`src/rtl/block_scan_check.sv`:
```
// Sequential collision checker: walks the latched block bitmap one cell per clock
// and tests each set cell against the playfield bounds and occupancy bitmap.
module block_scan_check #(
  parameter int FIELD_W    = 20,
  parameter int FIELD_H    = 20,
  parameter int BLK_N      = 4,
  parameter int POS_W      = 5,
  parameter int EARLY_EXIT = 1,
  localparam int CELLS     = BLK_N * BLK_N,
  localparam int IDX_W     = (CELLS > 1) ? $clog2(CELLS) : 1
) (
  input  logic                       clk,
  input  logic                       reset,
  input  logic                       start,
  input  logic [POS_W-1:0]           block_pos_x,
  input  logic [POS_W-1:0]           block_pos_y,
  input  logic [CELLS-1:0]           block_matrix,
  input  logic [FIELD_W*FIELD_H-1:0] field_matrix,
  output logic                       busy,
  output logic                       done,
  output logic                       collide,
  output logic                       hit_oob,
  output logic                       hit_overlap,
  output logic [IDX_W-1:0]           hit_index
);

  localparam int FI_W = (FIELD_W * FIELD_H > 1) ? $clog2(FIELD_W * FIELD_H) : 1;

  typedef enum logic [1:0] {IDLE, SCAN, DONE} state_t;

  state_t             state_reg, state_next;
  logic [IDX_W-1:0]   cnt_reg, cnt_next;
  logic [CELLS-1:0]   blk_reg, blk_next;
  logic [POS_W-1:0]   pos_x_reg, pos_x_next;
  logic [POS_W-1:0]   pos_y_reg, pos_y_next;
  logic               collide_reg, collide_next;
  logic               oob_reg, oob_next;
  logic               ovl_reg, ovl_next;
  logic [IDX_W-1:0]   idx_reg, idx_next;

  // Current cell geometry; one extra bit keeps the absolute position from wrapping.
  logic [POS_W:0]     b_x, b_y, abs_x, abs_y;
  logic [FI_W-1:0]    field_idx;
  logic               cell_set, cell_oob, cell_ovl, cell_hit, last_cell;

  always_comb begin
    b_x       = (POS_W+1)'(int'(cnt_reg) % BLK_N);
    b_y       = (POS_W+1)'(int'(cnt_reg) / BLK_N);
    abs_x     = {1'b0, pos_x_reg} + b_x;
    abs_y     = {1'b0, pos_y_reg} + b_y;
    cell_set  = blk_reg[cnt_reg];
    cell_oob  = cell_set && ((int'(abs_x) >= FIELD_W) || (int'(abs_y) >= FIELD_H));
    field_idx = '0;
    if (cell_set && !cell_oob)
      field_idx = FI_W'(int'(abs_y) * FIELD_W + int'(abs_x));
    cell_ovl  = cell_set && !cell_oob && field_matrix[field_idx];
    cell_hit  = cell_oob || cell_ovl;
    last_cell = (cnt_reg == IDX_W'(CELLS - 1));
  end

  always_comb begin
    state_next   = state_reg;
    cnt_next     = cnt_reg;
    blk_next     = blk_reg;
    pos_x_next   = pos_x_reg;
    pos_y_next   = pos_y_reg;
    collide_next = collide_reg;
    oob_next     = oob_reg;
    ovl_next     = ovl_reg;
    idx_next     = idx_reg;
    case (state_reg)
      IDLE: begin
        if (start) begin
          blk_next     = block_matrix;
          pos_x_next   = block_pos_x;
          pos_y_next   = block_pos_y;
          collide_next = 1'b0;
          oob_next     = 1'b0;
          ovl_next     = 1'b0;
          idx_next     = '0;
          cnt_next     = '0;
          state_next   = SCAN;
        end
      end
      SCAN: begin
        if (cell_hit) begin
          oob_next = oob_reg | cell_oob;
          ovl_next = ovl_reg | cell_ovl;
          // Only the first colliding cell is reported as the index.
          if (!collide_reg) begin
            collide_next = 1'b1;
            idx_next     = cnt_reg;
          end
        end
        if (last_cell || ((EARLY_EXIT != 0) && cell_hit))
          state_next = DONE;
        else
          cnt_next = cnt_reg + 1'b1;
      end
      DONE: state_next = IDLE;
      default: state_next = IDLE;
    endcase
  end

  always_ff @(posedge clk) begin
    if (reset) begin
      state_reg   <= IDLE;
      cnt_reg     <= '0;
      blk_reg     <= '0;
      pos_x_reg   <= '0;
      pos_y_reg   <= '0;
      collide_reg <= 1'b0;
      oob_reg     <= 1'b0;
      ovl_reg     <= 1'b0;
      idx_reg     <= '0;
    end else begin
      state_reg   <= state_next;
      cnt_reg     <= cnt_next;
      blk_reg     <= blk_next;
      pos_x_reg   <= pos_x_next;
      pos_y_reg   <= pos_y_next;
      collide_reg <= collide_next;
      oob_reg     <= oob_next;
      ovl_reg     <= ovl_next;
      idx_reg     <= idx_next;
    end
  end

  assign busy        = (state_reg != IDLE);
  assign done        = (state_reg == DONE);
  assign collide     = collide_reg;
  assign hit_oob     = oob_reg;
  assign hit_overlap = ovl_reg;
  assign hit_index   = idx_reg;

endmodule

```
`config.mk`:
```
export PLATFORM = sky130hd
export DESIGN_NAME = block_scan_check
export DESIGN_NICKNAME = d
export VERILOG_FILES = /design/src/rtl/block_scan_check.sv
export SDC_FILE = /design/constraint.sdc
export NUM_CORES = 1
export LEC_CHECK = 0
export BUFFER_PORTS_ARGS = -buffer_cell sky130_fd_sc_hd__buf_2
export CAP_MARGIN = 20
export CELL_PAD_IN_SITES_DETAIL_PLACEMENT = 0
export CELL_PAD_IN_SITES_GLOBAL_PLACEMENT = 2
export CORE_UTILIZATION = 22
export DETAILED_ROUTE_END_ITERATION = 12
export PLACE_DENSITY = 0.89
export SLEW_MARGIN = 20
export SYNTH_ARGS = -nofsm -noshare
export SYNTH_HDL_FRONTEND = slang
export SYNTH_SLANG_ARGS = --single-unit
```
`constraint.sdc`:
```
create_clock -name clk -period 5.51 [get_ports clk]
set_input_delay 0.2755 -clock clk [delete_from_list [all_inputs] [get_ports clk]]
set_output_delay 0.2755 -clock clk [all_outputs]
set_load 0.005 [all_outputs]
```
==> results of run 1 <==
==> per-stage QoR <==
stage / worst slack (ns) / hold WS [ns] / total power (W) / cell area [µm²] / utilization [%]
6_report: 0.3191 / 0.2305 / 0.001634 / 9359 / 32.34
5_1_grt: 0.1193 / 0.2338 / 0.001728 / 9341 / 32.28
4_1_cts: 0.3063 / 0.2245 / 0.001637 / 9334 / 32.26
3_5_place_dp: 0.3238 / 0.4468 / 0.001351 / 9189 / 31.76
3_3_place_gp: 0.4180 / 0.4385 / 0.001351 / 9189 / 31.76
2_1_floorplan: 0.8493 / 0.4115 / 0.0009129 / 6511 / -
==> critical path, cell delays in order (launching register included) <==
cell and delay, ns:
dfxtp_1 0.42, ha_1 0.25, fa_1 0.48, or3_4 0.38
a32oi_4 0.34, nand3_4 0.33, or3_1 0.70, o2bb2ai_1 0.22
nor4_1 0.52, o211ai_1 0.21, a31oi_2 0.22, a41oi_2 0.09
o31ai_4 0.50, and4_1 0.30, o32ai_2 0.08
==> kinds of logic (layout without fill, tap and decap cells) <==
| group | count (synthesis) | after routing | share of synthesized area (%) |
|---|---|---|---|
| other | 0 | 7 | 0 |
| DFF | 39 | 39 | 11.99 |
| buffers and inverters | 78 | 491 | 5.553 |
| AOI/OAI and AO/OA | 251 | 251 | 27.73 |
| muxes | 112 | 112 | 25.73 |
| xor gates and xnor gates | 18 | 18 | 2.633 |
| adders and majority gates | 20 | 20 | 4.304 |
| and+or+nand+nor | 285 | 285 | 22.06 |
==> timing repair <==
action	CTS	global route
setup buffers	0	0
gates resized for setup	0	1
setup endpoints to repair	0	1
==> final timing paths <==
check	to	depth (start not counted)	from
worst max-delay path	cnt_reg[3]	14	cnt_reg[2]
worst min-delay path	blk_reg[7]	3	block_matrix[7]
worst max register to register	cnt_reg[3]	14	cnt_reg[2]
worst min register to register	blk_reg[0]	2	blk_reg[0]
==> cell usage after synthesis, drive strengths merged (4+ instances only) <==
| master | number |
|---|---|
| nand2 | 117 |
| a21oi | 68 |
| mux2i | 47 |
| nor2 | 46 |
| mux4 | 42 |
| buf | 39 |
| dfxtp | 39 |
| o21ai | 39 |
| clkbuf | 32 |
| nand3 | 30 |
| a221oi | 24 |
| mux2 | 23 |
| ha | 16 |
| a211oi | 14 |
| o211ai | 14 |
| nand2b | 13 |
| nor3 | 12 |
| xnor2 | 12 |
| nand4 | 11 |
| nor4 | 11 |
| and2 | 9 |
| a31oi | 8 |
| a2111oi | 7 |
| a211o | 7 |
| nor2b | 7 |
| o22ai | 7 |
| o31ai | 7 |
| a221o | 6 |
| inv | 6 |
| and3 | 5 |
| xor2 | 5 |
| fa | 4 |
| o2bb2ai | 4 |
| or2 | 4 |
| or3 | 4 |
==> power breakdown <==
group / switching (W) / total (W) / internal [W]
Clock: 0.000117 / 0.000283 / 0.000167
Sequential: 0.0000166 / 0.000314 / 0.000297
Combinational: 0.000586 / 0.00104 / 0.000451
Total: 0.000720 / 0.00163 / 0.000915
==> cell type report <==
cell class	instances	area share, %
tap	384	5.134
multi-input combinational	686	57.74
timing repair buffer	476	26.76
clock buffer	5	1.337
clock inverter	3	0.2139
inverter	7	0.2807
sequential	39	8.342
antenna	7	0.1872
==> routing by layer <==
| metal | track usage [%] | part of all wire [%] |
|---|---|---|
| met5 | 0 | 0.069 |
| met4 | 3.436 | 1.2 |
| met3 | 4.374 | 6.8 |
| met2 | 44.28 | 50 |
| met1 | 32.21 | 42 |
==> metrics.txt, run 1 <==
status=finished, final reports clean; post-DP HPWL=32850 µm; Pre-Repair DR Iteration Count=5; largest net degree at the start of global routing=65; WP data required=5.66 ns; P_leak=4.010 nW; fill cell count=3141; TNS Setup=0 ns; P&R area growth vs syn=43.74%; final hold vios=0; Inst Count DP=1592; worst slew pin tran=0.8242 ns; critical setup path kind=reg -> reg; initial core utilization=22.50%; CTS tree=done; Worst-path clk slew=0.06 ns; TritonCTS Buffers=5; RD Place Congestion=0.9295; Max IR drop VDD=0.1450 mV; Synth Net Count=1252; drt via density=5.302; Die W=174.0 µm; drt total wl=39400 µm; Clock Path Buffers=2; share of cells above drive strength 1=47.78%; Ports=438; distinct cell type count after synthesis=88; Synth Flop Type=dfxtp_1; Synth Cell Area=0.006511 mm²; Clock Sinks=39; crit-path max FO=19; fin. max-slew vios=0; drt first-iter violations=711; Yosys top cell area share=14.53%; number of synthesized flops with an enable pin=0; Multi-input gate area=0.005404 mm²; RSZ-0062 raised after global routing=no; fin cells=1607; number of global-route vias before repair=8700; pwr dens=174.6 mW/mm²; maxcap violations=0; #FFs+latches synth=39; GRT Util Overall=25.03%; Worst Hold Class=in -> reg; CP Launch Type=flop; Final nets=1664; row cnt=62; crit end category=flop; most frequent cells in the layout=437 x buf_2, 115 x nand2_1, 68 x a21oi_1; die span in y=174.0 µm; Arr. time, crit path=5.34 ns; ys async rst share=0%; Mapped Avg Cell Area=8.109 µm²; commonest non-fill, non-tap cell in the layout=buf_2; die area=0.03029 mm²; clock latency on the worst-skew pair=0.28 ns; fmax=192.6 MHz; Synth Instances=803; CTS Root Cell=clkbuf_16; H-tree levels=2; CTS Hold Bufs=0; initial antenna violation count=12; global-route wire length before repair=56850 µm; Storage cell area=780.7 µm²; leading area contributor after synthesis=mux4_2; DR vias=8521; YS warnings=0; fin crit period=5.191 ns; core area=0.02894 mm²; DRC Markers=0; number of port buffers=437; sequential area share after synthesis=11.99%; total grt overflow=0; ANT nets after route=0; Avg WL per Cell=24.52 µm; final setup fails=0; max reg flops=16; Slew HR=44.85%; flop2flop setup slack=0.32 ns; Clock Skew=0.006184 ns; synth top area cells=mux4_2 15%, dfxtp_1 12%, mux2i_1 7.2%; fin crit share=94.21%
No activity file was read; power rests on OpenSTA's default activity.
==> run 2: changes to the inputs <==
- CORE_UTILIZATION: 22 -> 20
- PLACE_DENSITY: 0.89 -> 0.86
- SKIP_CTS_REPAIR_TIMING: not set -> 1
- clock period: 5.51 -> 4.6 ns (I/O delays scaled with it)
==> run 2 against run 1 <==
Net effect:
- wire length up 2.6%
- combinational power up 37%
- global-route usage down 2.0 points
- via count up 4.4%
- register-to-register slack worse by 0.32 ns
- clock skew up 0.0028 ns
- largest power group unchanged
- fmax up 13%
- largest cell class unchanged
- die area up 9.9%
- clock power up 23%
- setup slack worse by 0.32 ns
- sequential cell count unchanged
==> metrics.txt, run 2 (same netlist as run 1, synthesis figures left out) <==
status=finished, final reports clean; Worst-path clk slew=0.06 ns (about the same); fin. max-slew vios=0 (unchanged); R2R depth=20 (+6); Die W=182.4 µm (+4.8%); max reg flops=16 (unchanged); drt via density=5.120 (-3.4%); Pre-Repair DR Iteration Count=7 (+2); Clock Skew=0.008961 ns (+0.002778 ns); Arr. time, crit path=4.77 ns (-0.57 ns); Max IR drop VDD=0.1667 mV (+15%); number of port buffers=437 (unchanged); Final nets=1746 (+4.9%); hold path start=block_matrix[7]; Avg WL per Cell=23.25 µm (-5.1%); H-tree levels=2 (unchanged); post-DP HPWL=34000 µm (+3.5%); row cnt=65 (+4.8%); Worst Hold Class=in -> reg; P&R area growth vs syn=60.15%; fmax=217.5 MHz (+13%); Clock Sinks=39 (unchanged); crit-path max FO=5 (-14); commonest non-fill, non-tap cell in the layout=buf_2; core area=0.03180 mm² (+9.9%); Post-Place Worst Slack=-0.2189 ns (-0.5427 ns); hold path endpoint=blk_reg[7]; share of cells above drive strength 1=54.51% (+6.7 points); CTS tree=done; most frequent cells in the layout=437 x buf_2, 113 x nand2_1, 113 x buf_4; post-layout util=32.79% (+0.45 points); fin crit share=99.97% (+5.8 points); flop2flop setup slack=0.001 ns (-0.32 ns); Final WS setup=0.001312 ns (-0.3178 ns); WP data required=4.77 ns (-0.89 ns); number of global-route vias before repair=8912 (+2.4%); clock latency on the worst-skew pair=0.28 ns (about the same); Slew HR=31.72% (-13 points); Ports=438 (unchanged); fin crit period=4.599 ns (-0.5922 ns); total grt overflow=0 (unchanged); die area=0.03328 mm² (+9.9%); maxcap violations=0 (unchanged); largest net degree at the start of global routing=38 (-42%); worst r2r src=pos_y_reg[0]; DR vias=8898 (+4.4%); Hold Path Cell Cnt=3 (unchanged); final setup fails=0 (unchanged); GRT Util Overall=23.02% (-2.0 points); worst slew pin tran=0.9984 ns (+0.1742 ns); CTS Root Cell=clkbuf_16; P_leak=4.515 nW (+13%); final hold vios=0 (unchanged); DRC Markers=0 (unchanged); RSZ-0062 raised after global routing=yes; critical setup path kind=reg -> reg; pwr dens=206.0 mW/mm² (+18%); drt first-iter violations=475 (-33%); r2r endpoint=cnt_reg[2]; initial antenna violation count=10 (-2); drt total wl=40420 µm (+2.6%); crit end category=flop; TritonCTS Buffers=5 (unchanged); die span in y=182.4 µm (+4.8%); ANT nets after route=0 (unchanged); CP Launch Type=flop; RD Place Congestion=0.9218 (-0.83%); TNS Setup=0 ns (unchanged); Clock Path Buffers=2 (unchanged); Tot Pwr=0.002148 W (+31%); global-route wire length before repair=56550 µm (-0.52%); hold slack=0.1874 ns (-0.04303 ns); initial core utilization=20.48% (-2.0 points)
-- run 2: cell count changes in the layout (fill, tap and decap cells not counted), sizes merged --
cell,delta
buf,+81
clkbuf,+1
clkinvlp,-2
diode,-1
nand3,+1
-- run 2: critical path, stage by stage, from the launching register on --
cell and delay (ns):
dfxtp_2 0.34, ha_4 0.16, fa_2 0.41, or2_4 0.28, o21ai_4 0.06, xnor2_2 0.09, ha_1 0.30, a21o_1 0.16
a21oi_2 0.12, buf_4 0.13, xnor3_1 0.35, a2bb2oi_2 0.20, a2111oi_2 0.35, o22ai_1 0.13, a221o_1 0.34, and4_4 0.16
a31oi_4 0.19, o31ai_4 0.14, buf_4 0.17, and4b_1 0.19, a31o_1 0.18
-- run 2: routing by layer --
metal / GRT usage [%] / vias up / share of wire, %
li1: - / 4146 / -
met1: 28.80 / 4320 / 42
met2: 40.57 / 366 / 49
met3: 3.652 / 60 / 5.8
met4: 6.454 / 6 / 2.7
met5: 0 / - / 0.11
-- run 2: where the power goes --
| group | internal (W) | switching [W] | total [W] |
|---|---|---|---|
| logic | 0.000660 | 0.000765 | 0.00142 |
| clock network | 0.000212 | 0.000136 | 0.000348 |
| registers | 0.000356 | 0.0000196 | 0.000376 |
| total | 0.00123 | 0.000920 | 0.00215 |
-- run 2: worst max-delay path by stage --
stage	from	cells past startpoint	end	slack [ns]
global placement	pos_y_reg[0]	18	hit_index[2]	-0.22
CTS	pos_y_reg[0]	18	hit_index[0]	-0.24
floorplan	pos_y_reg[1]	18	cnt_reg[2]	0.02
global route	pos_y_reg[0]	19	hit_index[3]	-0.17
detailed placement	pos_y_reg[0]	18	hit_index[2]	-0.22
finish	pos_y_reg[0]	20	cnt_reg[2]	0.001
-- run 2: area by class of cell --
type                            count  area (µm²)
Antenna cell                        6       15.01
Fill cell                        3480       21370
Clock inverter                      1       5.005
Clock buffer                        6       138.9
Tap cell                          435       544.3
Multi-Input combinational cell    687        5759
Inverter                            7       26.28
Sequential cell                    39       785.8
Timing Repair Buffer              557        3153
-- run 2: through the flow --
stage               area, µm²  std cells
global route            10430       1737
global placement         9736       1703
detailed placement       9736       1703
floorplan                6519        803
CTS                      9879       1710
finish                  10430       1738
